File: config.mk
export PLATFORM = sky130hd
export DESIGN_NAME = fib_sequencer
export DESIGN_NICKNAME = d
export VERILOG_FILES = /design/src/rtl/fib_sequencer.sv
export SDC_FILE = /design/constraint.sdc
export NUM_CORES = 1
export LEC_CHECK = 0
export CAP_MARGIN = 15
export CORE_ASPECT_RATIO = 0.7
export CORE_MARGIN = 8
export CORE_UTILIZATION = 35
export DETAILED_ROUTE_END_ITERATION = 10
export PLACE_DENSITY = 0.67
export SYNTH_ARGS = -nofsm -noshare
export SYNTH_HDL_FRONTEND = slang
export SYNTH_SLANG_ARGS = --single-unit
File: constraint.sdc
create_clock -name clock -period 6 [get_ports clock]
set_input_delay 0.9 -clock clock [delete_from_list [all_inputs] [get_ports clock]]
set_output_delay 0.9 -clock clock [all_outputs]
set_load 0.01 [all_outputs]
File: src/rtl/fib_sequencer.sv
// Fibonacci-style sequence engine: start/ready/done handshake controller plus A/B/C datapath.
// Streams every term T(0)..T(n), tracks wrap-around overflow and supports abort.
module fib_sequencer #(
    parameter int WIDTH = 16,
    parameter int NW    = 6
) (
    input  logic             clock,
    input  logic             reset,
    input  logic             start,
    input  logic             abort,
    input  logic [NW-1:0]    n,
    input  logic [WIDTH-1:0] seed_a,
    input  logic [WIDTH-1:0] seed_b,
    output logic             ready,
    output logic             done,
    output logic [WIDTH-1:0] result,
    output logic             overflow,
    output logic             term_valid,
    output logic [WIDTH-1:0] term
);

    typedef enum logic [2:0] {
        S_IDLE  = 3'd0,
        S_CHECK = 3'd1,
        S_SUM   = 3'd2,
        S_SHIFT = 3'd3,
        S_DONE  = 3'd4
    } state_t;

    state_t           state_q,    state_d;
    logic [WIDTH-1:0] a_q,        a_d;
    logic [WIDTH-1:0] b_q,        b_d;
    logic [WIDTH-1:0] s_q,        s_d;
    logic [NW-1:0]    c_q,        c_d;
    logic             ovf_acc_q,  ovf_acc_d;
    logic [WIDTH-1:0] result_q,   result_d;
    logic             overflow_q, overflow_d;

    logic [WIDTH:0]   sum_full;

    assign sum_full = {1'b0, a_q} + {1'b0, b_q};

    always_comb begin
        // NOTE: every _d defaults to its _q first, so no branch can leave one unassigned and infer a latch.
        state_d    = state_q;
        a_d        = a_q;
        b_d        = b_q;
        s_d        = s_q;
        c_d        = c_q;
        ovf_acc_d  = ovf_acc_q;
        result_d   = result_q;
        overflow_d = overflow_q;

        unique case (state_q)
            S_IDLE: begin
                if (start) begin
                    a_d       = seed_a;
                    b_d       = seed_b;
                    c_d       = n;
                    ovf_acc_d = 1'b0;
                    state_d   = S_CHECK;
                end
            end
            S_CHECK: begin
                if (abort) begin
                    state_d = S_IDLE;
                end else if (c_q == '0) begin
                    result_d   = a_q;
                    overflow_d = ovf_acc_q;
                    state_d    = S_DONE;
                end else begin
                    state_d = S_SUM;
                end
            end
            S_SUM: begin
                if (abort) begin
                    state_d = S_IDLE;
                end else begin
                    s_d = sum_full[WIDTH-1:0];
                    // With C==1 the sum is T(n+1), which is never reported, so its carry is ignored.
                    if (sum_full[WIDTH] && (c_q > NW'(1))) begin
                        ovf_acc_d = 1'b1;
                    end
                    state_d = S_SHIFT;
                end
            end
            S_SHIFT: begin
                if (abort) begin
                    state_d = S_IDLE;
                end else begin
                    a_d     = b_q;
                    b_d     = s_q;
                    c_d     = c_q - NW'(1);
                    state_d = S_CHECK;
                end
            end
            S_DONE: begin
                state_d = S_IDLE;
            end
            default: begin
                state_d = S_IDLE;
            end
        endcase
    end

    always_ff @(posedge clock) begin
        if (reset) begin
            state_q    <= S_IDLE;
            a_q        <= '0;
            b_q        <= '0;
            s_q        <= '0;
            c_q        <= '0;
            ovf_acc_q  <= 1'b0;
            result_q   <= '0;
            overflow_q <= 1'b0;
        end else begin
            // NOTE: non-blocking updates so every flop samples the pre-edge values of the others.
            state_q    <= state_d;
            a_q        <= a_d;
            b_q        <= b_d;
            s_q        <= s_d;
            c_q        <= c_d;
            ovf_acc_q  <= ovf_acc_d;
            result_q   <= result_d;
            overflow_q <= overflow_d;
        end
    end

    assign ready      = (state_q == S_IDLE);
    assign done       = (state_q == S_DONE);
    assign term_valid = (state_q == S_CHECK);
    assign term       = a_q;
    assign result     = result_q;
    assign overflow   = overflow_q;

endmodule

==> summary by stage <==
Finish
The area growth from synthesis to layout is 29.67%. Leaving out fill and tap cells, the most frequent cell in the layout is sky130_fd_sc_hd__nand2_1. 0 antenna diodes ended up in the layout.

The count of non-filler cells in the finished layout is around 690. Leaving out fill and tap cells, the most frequent cells in the layout are sky130_fd_sc_hd__nand2_1 (104), sky130_fd_sc_hd__clkdlybuf4s50_1 (76), sky130_fd_sc_hd__dfxtp_1 (75). Cells with a size suffix above 1 make up under 10% of the layout. The total number of nets in the final design is around 600.

Routing
The highest metal layer with signal wires is met4. The residual antenna-violating net count after detailed routing is 0. The count of vias placed by the detailed router is between 3000 and 4000. In the detailed route, the total length drawn on met2 is 4.390 mm. After detailed routing, the average wire length per cell comes to 15.25 um. After detailed routing, the total wire length is 10.57 mm. For this block, the initial DRC count from the detailed router was roughly 280. After detailed routing, the number of vias per cell comes to roughly 5.2. The pre-antenna-repair detailed-routing pass consisted of 4 iterations. After detailed routing, the number of remaining DRC violations is 0. The detailed-route wire length on metal 1 is a little over 5 mm.

The routed design uses 830 um of met3 wire.

Timing
Setup violations remaining at the end of the flow were counted as 0. The worst clock skew is around 6.9 ps. Headroom to the max-slew limit came out at 24.78%. The worst path setup slack after routing is roughly 3300 ps. The post-route fraction of the period consumed by the critical path is 45.32%.

The minimum period implied by the final worst setup slack is 2719 ps. The total negative setup slack is 0 ps. The slew of the pin with the lowest slew margin is 1122 ps.

The number of hold violations in the final report is 0. The achievable frequency is 0.3678 GHz. Setup repair after global routing left no endpoint under its margin.

The final max-slew violation count came to 0.

CTS
Counting the buffers created by CTS gives 9. Clock tree synthesis selected as its root buffer the cell sky130_fd_sc_hd__clkbuf_16. Counting along the longest clock path gives a buffer depth of 2. The clock latency on the worst-skew pair is around 340 ps.

The number of hold buffers added after CTS was 0. For this design, the sink count on the clock tree is 75. TritonCTS built the clock tree. The count of cells resized by post-cts repair is 0.

The clock transition at the register clock pins on the worst setup and hold paths after CTS is approximately 60 ps. The number of setup buffers added after CTS is 0. The maximum level of the CTS H-tree is 3.

Power
VDD sags by at most approximately 0.12 mV. In this run the static leakage power is ~2 nW. In this run the power density over the cells is 260.0 nW/um^2. In this run, flip-flops and latches consume between 40% and 50% of the power. The fraction of power consumed by the clock network is between 30 and 40%. The final total power is 1.294 mW. The power dissipated by switching net loads is roughly 0.37 mW. The cell internal power dissipation is a little over 0.9 mW. The fraction of power spent switching nets is 28.96%. Combinational logic is responsible for 17.6% of the overall power.

Flow run
The number of maximum-capacitance violations is 0.

Critical path
On the critical path the largest part of the delay comes from buffers and inverters. Data on the critical path is required at its endpoint by 6230 ps. The worst register-to-register path begins at term[0]. The timing startpoint of the critical path is abort.

The number of buffer and inverter instances along the worst setup path is 2. The peak per-stage delay on the critical path is around 590 ps. In this run the number of cells on the critical path is 7. STA puts the critical path data arrival time at ~3000 ps.

STA classifies the critical path startpoint as an input port. Along the worst path, the maximum fanout reaches between 70 and 80. The critical path is of the in2reg type. Counting cells, the worst reg-to-reg path comes to 8.

The endpoint kind of the worst setup timing path is a flip-flop. Walking the worst path, the cells encountered are clkdlybuf4s50_1, nor2b_1, nand2_1, a21oi_4, buf_4, o21ai_0, a221oi_1. The slowest cell on the critical path is sky130_fd_sc_hd__buf_4.

Synth
Counting flops with a built-in enable in the synthesized netlist gives 0. For this run, the number of Yosys warnings is 0. The cell area that synthesis handed to floorplanning was around 3800 um^2. Summing the sequential cell areas from Yosys gives between 30% and 40% of the chip area.

Synthesis handed over a netlist of between 400 and 500 instances. The most common flop cell mapped by yosys is sky130_fd_sc_hd__dfxtp_1. The count of state elements after synthesis is 75. After synthesis, the share of flip-flops with an asynchronous set or reset is 0%. The net count after synthesis is between 500 and 600.

The average instance in the mapped netlist occupies 8.045 um^2. The unique cell type count in the Yosys netlist is 51.

Hold path
The startpoint identified for the worst hold timing path is s_q[4]. The worst hold path belongs to the class reg2reg. The number of cells traversed by the worst hold path is 2.

Placed design
The number of buffers inserted by port buffering is 77. The final weighted congestion of routability-driven global placement is approximately 0.91. The pre-CTS worst setup slack is around 2900 ps.

The total instance count after detailed placement is about 680. After legalization and detailed placement, the total HPWL measured 7.674 mm.

GRT
The first-pass GRT wire length is around 17 mm. The number of global-route vias before repair is about 3400. For this run the aggregate overflow at the end of global routing stands at 0.

The number of antenna violations at the first check in global routing is 0. The global router's overall resource usage is between 10% and 20%. Entering global routing, the biggest net connects 80 pins.

Floorplan
The area enclosed by the die boundary is 14620 um^2. The horizontal extent of the die is 141.2 um. The placement row count is 32.

The placeable core region is 10850 um^2. The die height is approximately 100 um. The effective utilization at floorplan is approximately 35%.

The number of I/O pins is between 70 and 80.

Status
The flow ran to the end, and the final reports show no timing, DRC or antenna violations.
layout make-up:
class / instances / area (um^2)
fill: 1041 / 5874
multi-input combinational: 363 / 2185
sequential: 75 / 1501
timing repair buffer: 81 / 795.8
clock buffer: 9 / 225.2
tap: 153 / 191.4
clock inverter: 7 / 58.81
inverter: 5 / 18.77
path summary, 6_finish.rpt:
check             endpoint  slack (ps)
setup / recovery    c_q[0]        3280
hold / removal      s_q[4]         460
setup reg to reg   s_q[14]        3430
hold reg to reg     s_q[4]         460
routing by layer:
layer  vias up  track usage [%]
met1      1687            19.90
met4         0            5.275
met3        12            4.264
met5         -                0
met2       112            20.55
li1       1809                -
logic make-up (layout without fill, tap and decap cells):
family                     after synthesis  in the layout  share of synthesized area, %
AOI/OAI and AO/OA                      111            111                         20.38
and+or+nand+nor                        203            203                         22.50
buffers and inverters                   39            102                         4.141
adders and majority gates               19             19                         6.391
xor gates and xnor gates                11             11                         2.511
muxes                                   19             19                         4.956
DFF                                     75             75                         39.13
cells in the mapped netlist, types with 2 or more instances:
master                     count  area [um^2]
sky130_fd_sc_hd__buf_2         7        35.03
sky130_fd_sc_hd__nor2_1       64        240.2
sky130_fd_sc_hd__o21ai_0      14        70.07
sky130_fd_sc_hd__ha_1         18        225.2
sky130_fd_sc_hd__nor3b_1       3        22.52
sky130_fd_sc_hd__xnor2_1       9        78.83
sky130_fd_sc_hd__a21o_1        4        30.03
sky130_fd_sc_hd__a22oi_1       2        15.01
sky130_fd_sc_hd__xor2_1        2        17.52
sky130_fd_sc_hd__nor2b_1       4        25.02
sky130_fd_sc_hd__o211ai_1      4        30.03
sky130_fd_sc_hd__nand4_1       3        18.77
sky130_fd_sc_hd__clkbuf_1     23        86.33
sky130_fd_sc_hd__a31oi_1       2        12.51
sky130_fd_sc_hd__nand2_1     104        390.4
sky130_fd_sc_hd__nor3_1        5        25.02
sky130_fd_sc_hd__nand3_1       2        10.01
sky130_fd_sc_hd__o21a_1        2        15.01
sky130_fd_sc_hd__a211oi_1      7        52.55
sky130_fd_sc_hd__nor4_1        3        18.77
sky130_fd_sc_hd__dfxtp_1      75         1501
sky130_fd_sc_hd__mux2i_1      19        190.2
sky130_fd_sc_hd__buf_1         3        11.26
sky130_fd_sc_hd__nand2b_1      4        25.02
sky130_fd_sc_hd__o22ai_1       2        12.51
sky130_fd_sc_hd__o31ai_1       3        22.52
sky130_fd_sc_hd__nand3b_1      2        15.01
sky130_fd_sc_hd__a21oi_1      28        140.1
sky130_fd_sc_hd__a311oi_1     33        289.0
sky130_fd_sc_hd__inv_1         5        18.77
worst reg2reg max path, stage by stage, from the launching register on:
cell and delay (ps):
sky130_fd_sc_hd__dfxtp_1 370, sky130_fd_sc_hd__ha_1 260, sky130_fd_sc_hd__fa_1 420, sky130_fd_sc_hd__a21o_1 210, sky130_fd_sc_hd__a221oi_2 380, sky130_fd_sc_hd__nor4_1 130, sky130_fd_sc_hd__nor4b_2 350, sky130_fd_sc_hd__nor4_1 80
sky130_fd_sc_hd__a211o_1 250
through the flow:
stage	area (um^2)	hold WS [ps]	util, %
after floorplan	3837	424.9	-
after global placement	4692	438.6	43.24
after detailed placement	4692	447.6	43.24
after CTS	4976	455.7	45.86
after global routing	4976	478.3	45.86
final	4976	457.1	45.86
registers in the layout, summed over array words and instances (netlist names):
name	flops
b_q	16
result	16
s_q	16
term	16
c_q	6
state_q	3
overflow	1
ovf_acc_q	1
power by group through the flow:
stage / logic [mW] / clock network, mW / registers (mW)
after global routing: 0.253 / 0.542 / 0.558
after CTS: 0.228 / 0.520 / 0.554
after detailed placement: 0.226 / 0 / 0.565
final: 0.228 / 0.511 / 0.555
after floorplan: 0.142 / 0 / 0.558
after global placement: 0.222 / 0 / 0.564
(Power assumes the default switching activity.)
